**config.mk**
```make
export PLATFORM = sky130hd
export DESIGN_NAME = sar_logic_flat
export DESIGN_NICKNAME = d
export VERILOG_FILES = /design/src/rtl/sar_logic_if.sv /design/src/rtl/sar_logic.sv /design/src/flat_wrapper.sv
export SDC_FILE = /design/constraint.sdc
export NUM_CORES = 1
export LEC_CHECK = 0
export ABC_AREA = 1
export BUFFER_PORTS_ARGS = -buffer_cell sky130_fd_sc_hd__buf_2
export CAP_MARGIN = 20
export CELL_PAD_IN_SITES_DETAIL_PLACEMENT = 2
export CELL_PAD_IN_SITES_GLOBAL_PLACEMENT = 2
export CORE_MARGIN = 4
export CORE_UTILIZATION = 32
export DETAILED_ROUTE_END_ITERATION = 7
export MAX_ROUTING_LAYER = met4
export PLACE_DENSITY_LB_ADDON = 0.15
export SKIP_LAST_GASP = 1
export SYNTH_ARGS = -nofsm -noshare
export SYNTH_HDL_FRONTEND = slang
export SYNTH_SLANG_ARGS = --single-unit
```
**constraint.sdc**
```tcl
create_clock -name clk -period 2.3 [get_ports clk]
set_input_delay 0.23 -clock clk [delete_from_list [all_inputs] [get_ports clk]]
set_output_delay 0.23 -clock clk [all_outputs]
set_load 0.01 [all_outputs]
```
**src/rtl/sar_logic_if.sv**
```systemverilog
// Signal bundle between the SAR controller and its surroundings: conversion
// handshake, comparator decision inputs and DAC/track-hold drive outputs.
`timescale 1ns/1ps
interface sar_logic_if #(
    parameter int N = 8
);
    logic         start;
    logic         dout;
    logic         doutb;
    logic         sample;
    logic         cmp_clk;
    logic [N-1:0] dac_code;
    logic [N-1:0] code;
    logic         valid;
    logic         busy;
    logic         err;

    // Requester/comparator side: issues start, returns decisions, observes results
    modport master (
        output start, dout, doutb,
        input  sample, cmp_clk, dac_code, code, valid, busy, err
    );

    // Controller side
    modport slave (
        input  start, dout, doutb,
        output sample, cmp_clk, dac_code, code, valid, busy, err
    );
endinterface

```
**src/rtl/sar_logic.sv**
```systemverilog
// Synchronous successive-approximation controller: track/hold sequencing, DAC
// trial codes, comparator clocking and N-bit result delivery with a valid strobe.
`timescale 1ns/1ps
module sar_logic #(
    parameter int N     = 8,
    parameter int NSAMP = 2
) (
    input  logic        clk,
    input  logic        rstn,
    sar_logic_if.slave  bus
);
    localparam int IW = $clog2(N);
    localparam int CW = (NSAMP > 1) ? $clog2(NSAMP) : 1;

    localparam logic [1:0] ST_IDLE   = 2'd0;
    localparam logic [1:0] ST_SAMPLE = 2'd1;
    localparam logic [1:0] ST_SETTLE = 2'd2;
    localparam logic [1:0] ST_EVAL   = 2'd3;

    localparam logic [IW-1:0] TOP_BIT  = IW'(N - 1);
    localparam logic [IW-1:0] BIT_ONE  = IW'(1);
    localparam logic [CW-1:0] SAMP_END = CW'(NSAMP - 1);
    localparam logic [N-1:0]  LSB_ONE  = {{(N-1){1'b0}}, 1'b1};
    localparam logic [N-1:0]  MSB_ONE  = {1'b1, {(N-1){1'b0}}};

    logic [1:0]    state_r;
    logic [IW-1:0] bit_r;
    logic [CW-1:0] samp_cnt_r;
    logic [N-1:0]  result_r;
    logic          sample_r;
    logic          cmp_clk_r;
    logic [N-1:0]  dac_code_r;
    logic [N-1:0]  code_r;
    logic          valid_r;
    logic          busy_r;
    logic          err_r;

    logic          dec_s;
    logic          undecided_s;
    logic [N-1:0]  result_upd_s;
    logic [N-1:0]  trial_s;

    // Comparator decision and the next trial code; equal dout/doutb resolves to 0
    always_comb begin
        undecided_s           = (bus.dout == bus.doutb);
        dec_s                 = bus.dout & ~bus.doutb;
        result_upd_s          = result_r;
        result_upd_s[bit_r]   = dec_s;
        if (bit_r != {IW{1'b0}}) begin
            trial_s = result_upd_s | (LSB_ONE << (bit_r - BIT_ONE));
        end else begin
            trial_s = result_upd_s;
        end
    end

    // Conversion sequencer and registered outputs
    always_ff @(posedge clk) begin
        if (!rstn) begin
            state_r    <= ST_IDLE;
            bit_r      <= TOP_BIT;
            samp_cnt_r <= {CW{1'b0}};
            result_r   <= {N{1'b0}};
            sample_r   <= 1'b0;
            cmp_clk_r  <= 1'b0;
            dac_code_r <= {N{1'b0}};
            code_r     <= {N{1'b0}};
            valid_r    <= 1'b0;
            busy_r     <= 1'b0;
            err_r      <= 1'b0;
        end else begin
            valid_r <= 1'b0;
            case (state_r)
                ST_IDLE: begin
                    if (bus.start) begin
                        state_r    <= ST_SAMPLE;
                        busy_r     <= 1'b1;
                        sample_r   <= 1'b1;
                        dac_code_r <= {N{1'b0}};
                        err_r      <= 1'b0;
                        result_r   <= {N{1'b0}};
                        samp_cnt_r <= {CW{1'b0}};
                        bit_r      <= TOP_BIT;
                    end else begin
                        state_r <= ST_IDLE;
                    end
                end
                ST_SAMPLE: begin
                    if (samp_cnt_r == SAMP_END) begin
                        state_r    <= ST_SETTLE;
                        sample_r   <= 1'b0;
                        dac_code_r <= MSB_ONE;
                        bit_r      <= TOP_BIT;
                    end else begin
                        samp_cnt_r <= samp_cnt_r + CW'(1);
                    end
                end
                ST_SETTLE: begin
                    state_r   <= ST_EVAL;
                    cmp_clk_r <= 1'b1;
                end
                ST_EVAL: begin
                    cmp_clk_r <= 1'b0;
                    result_r  <= result_upd_s;
                    if (undecided_s) begin
                        err_r <= 1'b1;
                    end else begin
                        err_r <= err_r;
                    end
                    // Last bit hands the finished word to both code and the DAC
                    if (bit_r == {IW{1'b0}}) begin
                        state_r    <= ST_IDLE;
                        code_r     <= result_upd_s;
                        dac_code_r <= result_upd_s;
                        valid_r    <= 1'b1;
                        busy_r     <= 1'b0;
                    end else begin
                        state_r    <= ST_SETTLE;
                        dac_code_r <= trial_s;
                        bit_r      <= bit_r - BIT_ONE;
                    end
                end
                default: begin
                    state_r   <= ST_IDLE;
                    sample_r  <= 1'b0;
                    cmp_clk_r <= 1'b0;
                    busy_r    <= 1'b0;
                end
            endcase
        end
    end

    assign bus.sample   = sample_r;
    assign bus.cmp_clk  = cmp_clk_r;
    assign bus.dac_code = dac_code_r;
    assign bus.code     = code_r;
    assign bus.valid    = valid_r;
    assign bus.busy     = busy_r;
    assign bus.err      = err_r;
endmodule

```
**src/flat_wrapper.sv**
```systemverilog
// flat-port wrapper written by rule: the top's interface ports become plain ports
module sar_logic_flat 
#(
    parameter int N     = 8,
    parameter int NSAMP = 2
)
  (clk, rstn, bus_start, bus_dout, bus_doutb, bus_sample, bus_cmp_clk, bus_dac_code, bus_code, bus_valid, bus_busy, bus_err);
  sar_logic_if #(.N(N)) bus_i ();
  input  logic clk;
  input  logic rstn;
  input wire logic [$bits(bus_i.start)-1:0] bus_start;
  input wire logic [$bits(bus_i.dout)-1:0] bus_dout;
  input wire logic [$bits(bus_i.doutb)-1:0] bus_doutb;
  output wire logic [$bits(bus_i.sample)-1:0] bus_sample;
  output wire logic [$bits(bus_i.cmp_clk)-1:0] bus_cmp_clk;
  output wire logic [$bits(bus_i.dac_code)-1:0] bus_dac_code;
  output wire logic [$bits(bus_i.code)-1:0] bus_code;
  output wire logic [$bits(bus_i.valid)-1:0] bus_valid;
  output wire logic [$bits(bus_i.busy)-1:0] bus_busy;
  output wire logic [$bits(bus_i.err)-1:0] bus_err;
  assign bus_i.start = bus_start;
  assign bus_i.dout = bus_dout;
  assign bus_i.doutb = bus_doutb;
  assign bus_sample = bus_i.sample;
  assign bus_cmp_clk = bus_i.cmp_clk;
  assign bus_dac_code = bus_i.dac_code;
  assign bus_code = bus_i.code;
  assign bus_valid = bus_i.valid;
  assign bus_busy = bus_i.busy;
  assign bus_err = bus_i.err;
  sar_logic #(.N(N), .NSAMP(NSAMP)) u_core (.clk(clk), .rstn(rstn), .bus(bus_i));
endmodule
```
Word-level counts from Yosys, hierarchy flattened
Index checks and enable logic that the tools add are counted.

operators by class
  add/subtract/negate cells = 2
  order comparisons = 2
  equality and inequality tests = 9
  shift operators = 1
  muxes and demuxes = 29
  bitwise gates (word level) = 3
  reductions and logical operators = 17

operators by type and width
  cell                                                                                  number
  8-bit 2-to-1 mux                                                                      4
  8-bit one-hot mux with 3 select lines                                                 1
  8-bit one-hot mux with 2 select lines                                                 1
  3-bit AND reduction                                                                   4
  1-bit one-hot mux with 2 select lines                                                 5
  1-bit 2-to-1 mux                                                                      9
  3-bit 2-to-1 mux                                                                      3
  3-bit one-hot mux with 3 select lines                                                 1
  8-bit bitwise mux                                                                     1
  8-bit bitwise OR                                                                      1
  2-bit one-hot mux with 4 select lines                                                 1
  2-bit AND reduction                                                                   4
  1-bit by 3-bit left shift with 8-bit output (first input constant)                    1
  2-bit by 1-bit != test with 1-bit output (second input constant)                      3
  2-bit nonzero test                                                                    3
  3-bit nonzero test                                                                    2
  2-bit == test (second input constant)                                                 2
  3-bit by 4-bit less-than comparator with 1-bit output (second input constant)         1
  2-bit 2-to-1 mux                                                                      2
  2-bit != test (second input constant)                                                 2
  4-bit AND reduction                                                                   1
  1-bit demux with 3-bit select                                                         1
  3-bit by 1-bit greater-or-equal comparator with 1-bit output (second input constant)  1
  3-bit logical NOT                                                                     1
  other kinds (8)                                                                       8

storage, ports and cells
  register bits after elaboration = 35
  input bits = 5
  output and inout bits = 21
  word-level logic and storage cells = 74

Depth between registers and ports, before layout
Gate-level depths: netlist of run 1.

  depth in word-level cells = 9
  mapped depth = 11

Worst setup path after synthesis of run 1
Ideal clock, no wire load.

  kind = reg2reg
  start = reg u_core.bit_r[0]
  end = reg u_core.dac_code_r[6], in the netlist u_core.bus.dac_code[6]
  setup time = 56 ps
  data arrival time = 1605 ps
  required time = 2244 ps
  slack = 639 ps
  cell stages (with the launch flop) = 11
  buffers on the path = 2
  cell sequence = dfxtp_1 buf_4 inv_1 buf_2 ha_1 ha_1 nor2_1 nand2_1 nand3_1 nand2_1 inv_1

on the way
  longest elaborated chain between the ends = 9
  elaborated cells between the ends (all ways) = 14
  those cells by class = add/sub (1); order compare (2); shift (1); mux (6); bitwise (1); reduce/logical (3)

RTL lines
  element                                                                                                                                                      line              text
  start, declared                                                                                                                                              sar_logic.sv:27   logic [IW-1:0] bit_r;
  start signal, assigned                                                                                                                                       sar_logic.sv:119  bit_r <= bit_r - BIT_ONE;
  3-bit by 4-bit less-than comparator with 1-bit output (not written as such) or 3-bit by 1-bit greater-or-equal comparator with 1-bit output (tied branches)  sar_logic.sv:48   result_upd_s[bit_r] = dec_s;
  1-bit logical AND (not written as such)                                                                                                                      sar_logic.sv:48
  1-bit 2-to-1 mux (not written as such)                                                                                                                       sar_logic.sv:48
  1-bit demux with 3-bit select                                                                                                                                -
  8-bit bitwise mux                                                                                                                                            sar_logic.sv:48
  8-bit bitwise OR                                                                                                                                             sar_logic.sv:50   trial_s = result_upd_s | (LSB_ONE << (bit_r - BIT_ONE));
  8-bit 2-to-1 mux                                                                                                                                             sar_logic.sv:49   if (bit_r != {IW{1'b0}}) begin
  8-bit 2-to-1 mux *                                                                                                                                           sar_logic.sv:110  if (bit_r == {IW{1'b0}}) begin
  8-bit one-hot mux with 3 select lines *                                                                                                                      sar_logic.sv:72   case (state_r)
  end signal, assigned                                                                                                                                         sar_logic.sv:78   dac_code_r <= {N{1'b0}};
  end signal, assigned                                                                                                                                         sar_logic.sv:113  dac_code_r <= result_upd_s;
  end signal, assigned                                                                                                                                         sar_logic.sv:118  dac_code_r <= trial_s;
  end, declared                                                                                                                                                sar_logic.sv:32   logic [N-1:0] dac_code_r;

Every way passes the cells marked *; elsewhere a longest branch is shown, timed or not.
A chain may end at the register's enable or synchronous reset.

Worst setup path in the final report of run 1
  start = reg u_core.bit_r[0]
  end = reg u_core.dac_code_r[5], in the netlist u_core.bus.dac_code[5]

Same word-level chain as after synthesis.

==> metrics.txt, run 1 <==
status=finished, final reports clean; fmax=617 MHz; TritonCTS Buffers=5; overall routed net length=4.63 mm; Post CTS Setup Buffer Count=0; Yosys top cell by area=dfxtp_1; initial antenna violation count=0; post-cts resize count=0; Fillers=652; Layout Nets=267; Sw Share=34.0%; H-tree depth=2; #FFs+latches synth=35; Crit path max-delay family=adder cells; area share of the largest cell type after synthesis=41.0%; worst clock skew=0.00673 ns; Final TNS setup=0 ns; Starting Density=33.3%; pin count of the biggest net entering global routing=23; Leakage Power=0.974 nW; Int Pwr=0.958 mW; DR vias/cell=4.75; hold wc startpoint=bus_start; Sequential Area=701 µm²; P_sw=0.494 mW; worst-path cell chain=inv_1 > ha_1 > ha_1 > nor2_1 > nand2_1 > nand3_1 > nand2_1 > inv_1; worst min-delay path category=in2reg; Worst slew margin=68.5%; Worst setup EP type=flop; via count=1,539; Final Wtd Congestion=0.801; vias in the first global route=1,600; # hold bufs at CTS=0; r2r setup slk=0.68 ns; final hold vios=0; Slew @ Worst Pin=0.472 ns; clock period minus worst slack=1.62 ns; RR Endpoint=u_core.bus.dac_code[5]; hold path cells=3; RSZ-0062 raised after global routing=false; Final setup viols=0; initial drt markers=52; fin cells=324; WP data required=2.53 ns; WL per Instance=14.3 µm; synth top area cells=dfxtp_1 41%, nand2_1 13%, nand3_1 9.7%; Crit Path Max Fanout=8; total track usage=16.3%; reg-to-reg startpoint=u_core.bit_r[0]; sequential share of power=46.7%; syn avg cell area=7.53 µm²; crit path kind=reg2reg; WHS Endpoint=u_core.bus.busy; CP bufs+invs=2; Max rail drop VDD=0.289 mV; CTS sink cnt=35; fin crit share=70.5%; footprint of the multi-input gates=825 µm²; clk slew on worst S/H paths=0.07 ns; worst path arrival time=1.86 ns; crit start category=flop; # diodes=0; HPWL Detailed=3.52 mm; Placed Cells=316; Synth cell types=28; DRC Markers=0; Rows=26; first-pass GRT wire length=7.91 mm; Clock Root Buffer=clkbuf_8; Post-Synthesis Cell Area=1710 µm²; drt first pass iters=4; clock share of power=29.9%; Port Buffers=25; Top-Level Pins=26; area grow syn2layout=14.5%; die area=6570 µm²; core area=5140 µm²; Final ANT Viol Nets=0; Skew-Pair Late Insertion Delay=0.29 ns; CTS tree=done; clk buf depth=2; fraction of layout cells with a size suffix above 1=19.3%; max-slew violation count=0; Syn Nets=241; number of max-cap violations=0; die span in x=81.1 µm; worst r2r path cells=8; Comb power frac=23.4%; slowest stage delay, CP=0.33 ns; die span in y=81.1 µm; Crit-path slowest cell=dfxtp_1; Mapped Cells=227; PD cells=742 nW/µm²; Synth warnings=0; grt ovf=0; Seq/Total Area, Yosys=41.0%; Final Util=38.1%
power groups by stage:
| stage | sequential, mW | combinational, mW | clock (mW) |
|---|---|---|---|
| 6_report | 0.678 | 0.339 | 0.434 |
| 2_1_floorplan | 0.687 | 0.265 | 0 |
| 5_1_grt | 0.685 | 0.388 | 0.477 |
| 3_5_place_dp | 0.693 | 0.344 | 0 |
| 4_1_cts | 0.678 | 0.347 | 0.455 |
| 3_3_place_gp | 0.690 | 0.337 | 0 |
state kept, by name (all words and copies together), names as in the netlist:
signal,cells
u_core.bus.busy,1
u_core.result_r,8
u_core.bit_r,3
u_core.bus.err,1
u_core.bus.dac_code,8
u_core.bus.code,8
u_core.bus.valid,1
u_core.bus.sample,1
u_core.state_r,2
u_core.bus.cmp_clk,1
u_core.samp_cnt_r,1
metal layers:
metal / up-vias / share of wire, % / wire length, µm / GRT usage (%)
li1: 783 / - / - / -
met4: 0 / 1.4 / 65 / 6.08
met1: 723 / 50 / 2320 / 21.4
met3: 7 / 3.9 / 180 / 3.10
met2: 26 / 45 / 2060 / 24.9
met5: - / 0 / 0 / -
per-stage QoR:
step	power [mW]	setup WS [ns]	area, µm²	hold slack, ns
2_1_floorplan	0.952	0.639	1710	0.384
3_3_place_gp	1.03	0.740	1880	0.450
3_5_place_dp	1.04	0.685	1880	0.457
4_1_cts	1.48	0.663	1960	0.281
5_1_grt	1.55	0.497	1960	0.299
6_report	1.45	0.678	1960	0.279
Yosys cell counts, drive strengths merged:
library cell   n
nand4          8
a21oi         14
nor3b          1
a31oi          1
nand2         62
o21bai         6
o21ai          5
inv           27
clkbuf         2
dfxtp         35
o211ai         2
buf            7
nand3         34
clkinv         2
nor2          12
ha             9
layout make-up:
type | instances | area share (%)
clock buffer | 7 | 3.90
clock inverter | 1 | 0.256
inverter | 29 | 5.88
multi-input combinational | 154 | 42.1
sequential | 35 | 35.8
tap | 70 | 4.48
timing repair buffer | 28 | 7.54
cell families (layout without fill, tap and decap cells):
logic type / count (synthesis) / after routing / synth area share (%)
AOI/OAI and AO/OA: 28 / 28 / 10.3
adders and majority gates: 9 / 9 / 6.59
buffers and inverters: 38 / 65 / 10.8
DFF: 35 / 35 / 41.0
and+or+nand+nor: 117 / 117 / 31.3
worst max path at each step:
stage                          startpoint                      to  depth (start not counted)
after CTS                 u_core.bit_r[0]  u_core.bus.dac_code[5]                          8
after detailed placement  u_core.bit_r[0]  u_core.bus.dac_code[5]                          8
final                     u_core.bit_r[0]  u_core.bus.dac_code[5]                          8
after global placement    u_core.bit_r[0]  u_core.bus.dac_code[5]                          8
after global routing      u_core.bit_r[1]  u_core.bus.dac_code[5]                          8
after floorplan           u_core.bit_r[0]  u_core.bus.dac_code[6]                         10
tightest hold or removal path, cell delays in order:
cell	delay, ns
buf_2	0.14
a21oi_1	0.08
nor2_1	0.08
cell usage in the layout, fill, tap and decap left out, types with 2 or more instances in the layout:
| master | n |
|---|---|
| dfxtp_1 | 35 |
| inv_2 | 4 |
| nand4_1 | 8 |
| ha_1 | 9 |
| nand2_1 | 59 |
| buf_4 | 3 |
| clkbuf_1 | 2 |
| o21ai_0 | 4 |
| clkbuf_8 | 5 |
| buf_2 | 25 |
| o211ai_1 | 2 |
| nor2_1 | 9 |
| nor2_4 | 2 |
| clkinv_2 | 2 |
| a21oi_1 | 12 |
| nand3_1 | 33 |
| o21bai_1 | 6 |
| inv_1 | 23 |
| nand2_2 | 3 |
(Power assumes the default switching activity.)
==> run 2: changes to the inputs <==
- clock period: 2.3 -> 1.5 ns (I/O delays scaled with it)
==> run 2 against run 1 <==
Against the previous run: global-route usage increased by 1.4 points; non-clock buffer count increased by 5; clock skew decreased by 0.00091 ns; sequential cell count unchanged; critical path depth decreased by 3; total power increased by 62%; core utilization increased by 1.9 points; register-to-register slack got worse by 0.59 ns; routed wire length increased by 10%; sequential power increased by 52%; sequential share of layout area decreased by 1.7 points; maximum frequency increased by 15%; critical path type unchanged.
==> metrics.txt, run 2 (synthesized netlist as in run 1, its figures left out) <==
CTS sink cnt=35; Starting Density=33.3%; crit start category=flop; core area=5140 µm²; status=finished, final reports clean; # diodes=0; dpl cell area=1940 µm²; HPWL Detailed=3.82 mm; total track usage=17.7%; Clock Root Buffer=clkbuf_8; commonest non-fill, non-tap cell in the layout=nand2_1; Skew-Pair Late Insertion Delay=0.29 ns; clk slew on worst S/H paths=0.07 ns; Port Buffers=25; number of max-cap violations=0; final hold vios=0; crit path kind=reg2reg; vias in the first global route=1,724; post-route cell area=2060 µm²; Slew @ Worst Pin=0.486 ns; initial antenna violation count=0; commonest non-fill, non-tap cells in the layout=59 x nand2_1, 34 x dfxtp_1, 33 x nand3_1; Setup WS post-layout=0.0888 ns; Rows=26; Post CTS Setup Buffer Count=0; fin crit share=94.1%; TritonCTS Buffers=5; CTS tree=done; clock period minus worst slack=1.41 ns; Final Util=40.0%; Final TNS setup=0 ns; worst path arrival time=1.62 ns; Top-Level Pins=26; fmax=709 MHz; Max rail drop VDD=0.462 mV; Worst slew margin=67.5%; RSZ-0062 raised after global routing=true; drt first pass iters=3; overall routed net length=5.10 mm; Final setup viols=0; grt ovf=0; H-tree depth=2; PD cells=1140 nW/µm²; WL per Instance=15.5 µm; via count=1,588; initial drt markers=49; worst min-delay path category=in2reg; Leakage Power=1.00 nW; Final Wtd Congestion=0.762; max-slew violation count=0; die span in x=81.1 µm; Place WS=0.0878 ns; pin count of the biggest net entering global routing=15; Worst setup EP type=flop; area grow syn2layout=20.4%; first-pass GRT wire length=8.59 mm; Layout Nets=272; WP data required=1.71 ns; Final ANT Viol Nets=0; worst clock skew=0.00583 ns; Crit Path Max Fanout=14; clk buf depth=2; fraction of layout cells with a size suffix above 1=24.3%; DRC Markers=0; DR vias/cell=4.83; die span in y=81.1 µm; die area=6570 µm²
[run 2: changes by cell type in the layout (fill, tap and decap cells not counted), sizes merged]
cell,previous run,this run
buf,28,33
[run 2: worst paths after layout]
check | from | cells past startpoint | end | slack (ns)
setup reg to reg | u_core.state_r[1] | 5 | u_core.result_r[5] | 0.09
hold / removal | bus_start | 3 | u_core.bus.busy | 0.20
hold reg to reg | u_core.samp_cnt_r | 2 | u_core.samp_cnt_r | 0.46
setup / recovery | u_core.state_r[1] | 5 | u_core.result_r[5] | 0.09
[run 2: area by class of cell]
type | count | area (µm²)
well taps | 70 | 87.6
multi-input cells | 154 | 871
inverters | 29 | 118
fillers | 659 | 3080
repair buffers | 33 | 198
clock buffers | 7 | 76.3
flip-flops and latches | 35 | 702
clock inverters | 1 | 5.00
[run 2: timing repair]
item / in CTS / in global routing
gates resized for setup: 0 / 8
hold buffers: 0 / 0
endpoints found under the hold margin: 0 / 0
endpoints found under the setup margin: 0 / 9
[run 2: critical path: stages (launching register included)]
cell      delay [ns]
dfxtp_1         0.39
nand2_2         0.24
clkinv_4        0.18
a21oi_4         0.27
nand2_1         0.10
a21oi_1         0.16
[run 2: metrics by stage]
stage	hold slack [ns]	instances	power, mW
5_1_grt	0.216	329	2.51
4_1_cts	0.197	329	2.36
3_3_place_gp	0.449	321	1.67
6_report	0.199	329	2.35
2_1_floorplan	0.304	227	1.47
3_5_place_dp	0.458	321	1.68
[run 2: per-layer routing]
layer / GRT usage, % / share of wire (%) / vias up
li1: - / - / 798
met1: 21.8 / 48 / 764
met2: 29.0 / 48 / 22
met3: 3.77 / 3.0 / 4
met4: 5.24 / 0.78 / 0
met5: - / 0 / -
[run 2: where the power goes]
group | internal (mW) | switching [mW] | leakage, nW
registers | 0.985 | 0.0464 | 0.283
logic | 0.229 | 0.426 | 0.675
clock network | 0.326 | 0.339 | 0.0422
total | 1.54 | 0.811 | 1.00
==> run 3: changes to the inputs <==
- ABC_CLOCK_PERIOD_IN_PS: default -> 1500
- BUFFER_PORTS_ARGS: -buffer_cell sky130_fd_sc_hd__buf_2 -> -buffer_cell sky130_fd_sc_hd__clkbuf_2
==> run 3 against run 2 <==
Against the previous run: worst setup slack better by 0.037 ns; worst hold slack better by 0.022 ns; routed wire length is 4.1% lower; clock power is 14% higher; combinational power is 9.8% lower; total power is 1.3% higher; first-iteration DRC count is 8.2% lower; core utilization is 0.49 points lower; critical endpoint is now u_core.bit_r[0].
==> metrics.txt, run 3 (synthesized netlist as in run 1, its figures left out) <==
status=finished, final reports clean; commonest non-fill, non-tap cell in the layout=nand2_1; CTS sink cnt=35; Crit Path Max Fanout=11; RSZ-0062 raised after global routing=false; die span in y=81.1 µm; DRC Markers=0; Max rail drop VDD=0.475 mV; GRT busiest layer=met2; vias in the first global route=1,683; WP data required=1.71 ns; Starting Density=33.3%; Final setup viols=0; first-pass GRT wire length=8.41 mm; fraction of layout cells with a size suffix above 1=23.0%; worst min-delay path category=in2reg; commonest non-fill, non-tap cells in the layout=59 x nand2_1, 34 x dfxtp_1, 33 x nand3_1; die span in x=81.1 µm; pin count of the biggest net entering global routing=15; overall routed net length=4.89 mm; clock period minus worst slack=1.37 ns; CTS tree=done; met3 usage=3.77%; TritonCTS Buffers=5; Final Wtd Congestion=0.751; initial drt markers=45; clk slew on worst S/H paths=0.07 ns; Crit-path slowest cell=dfxtp_1; Clock Root Buffer=clkbuf_8; WL per Instance=14.9 µm; worst-path cell chain=nor2_2 > nand2_1 > nand3_4 > nor2_2 > nand2_1 > o211ai_1; max-slew violation count=0; Skew-Pair Late Insertion Delay=0.28 ns; grt ovf=0; Top-Level Pins=26; crit path kind=reg2reg; crit start category=flop; worst path arrival time=1.58 ns; CP bufs+invs=0; # diodes=0; Leakage Power=0.985 nW; met1 Track Usage GR=22.0%; Final ANT Viol Nets=0; H-tree depth=2; clk buf depth=2; number of max-cap violations=0; fin crit share=91.6%; Crit path max-delay family=simple AND/OR/NAND/NOR gates; Port Buffers=25; via count=1,565; fmax=727 MHz; slowest stage delay, CP=0.50 ns; total track usage=17.6%; die area=6570 µm²; initial antenna violation count=0; drt first pass iters=4; core area=5140 µm²; Worst slew margin=68.6%; Fillers=638; final hold vios=0; worst clock skew=0.00256 ns; Slew @ Worst Pin=0.471 ns; DR vias/cell=4.79; PD cells=1170 nW/µm²; HPWL Detailed=3.66 mm; worst hold margin=0.221 ns; Rows=26; GR Util met2=28.2%; Final Util=39.5%; Layout Nets=270; Worst setup EP type=flop; area grow syn2layout=18.9%; Final TNS setup=0 ns
## run 3: layer usage
| metal | share of wire, % | vias to the layer above |
|---|---|---|
| met3 | 2.3 | 6 |
| met5 | 0 | - |
| met4 | 1.2 | 0 |
| met1 | 49 | 743 |
| li1 | - | 795 |
| met2 | 47 | 21 |
## run 3: final timing paths
kind,slack [ns],cells past startpoint,startpoint,endpoint
hold / removal,0.22,3,bus_start,u_core.bus.busy
setup reg to reg,0.13,6,u_core.state_r[1],u_core.bit_r[0]
hold reg to reg,0.47,2,u_core.samp_cnt_r,u_core.samp_cnt_r
setup / recovery,0.13,6,u_core.state_r[1],u_core.bit_r[0]
## run 3: per-stage QoR
| step | total power, mW | area (µm²) | setup WS, ns | cells |
|---|---|---|---|---|
| 2_1_floorplan | 1.47 | 1730 | 0.00753 | 227 |
| 3_3_place_gp | 1.60 | 1920 | 0.114 | 319 |
| 3_5_place_dp | 1.62 | 1920 | 0.104 | 319 |
| 4_1_cts | 2.41 | 2020 | 0.0179 | 327 |
| 5_1_grt | 2.55 | 2030 | 0.00384 | 327 |
| 6_report | 2.38 | 2030 | 0.125 | 327 |
## run 3: worst reg2reg max path, cell delays in order (launching register included)
cell,delay [ns]
dfxtp_1,0.50
nor2_2,0.09
nand2_1,0.16
nand3_4,0.18
nor2_2,0.20
nand2_1,0.09
o211ai_1,0.08
## run 3: what timing repair did
action / 4_1_cts / 5_1_grt
buffers inserted: 0 / 0
gates resized for setup: 0 / 4
hold buffers: 0 / 0
endpoints found under the setup margin: 0 / 12
## run 3: layout make-up
type / instances / area (µm²) / share of cell area (%)
timing repair buffer: 31 / 170 / 8.37
multi-input combinational: 154 / 857 / 42.2
inverter: 29 / 115 / 5.67
sequential: 35 / 702 / 34.5
clock buffer: 8 / 100 / 4.93
tap: 70 / 87.6 / 4.31
## run 3: report_power, final
group,switching [mW],internal [mW]
registers,0.0487,0.985
clock network,0.338,0.419
logic,0.404,0.186
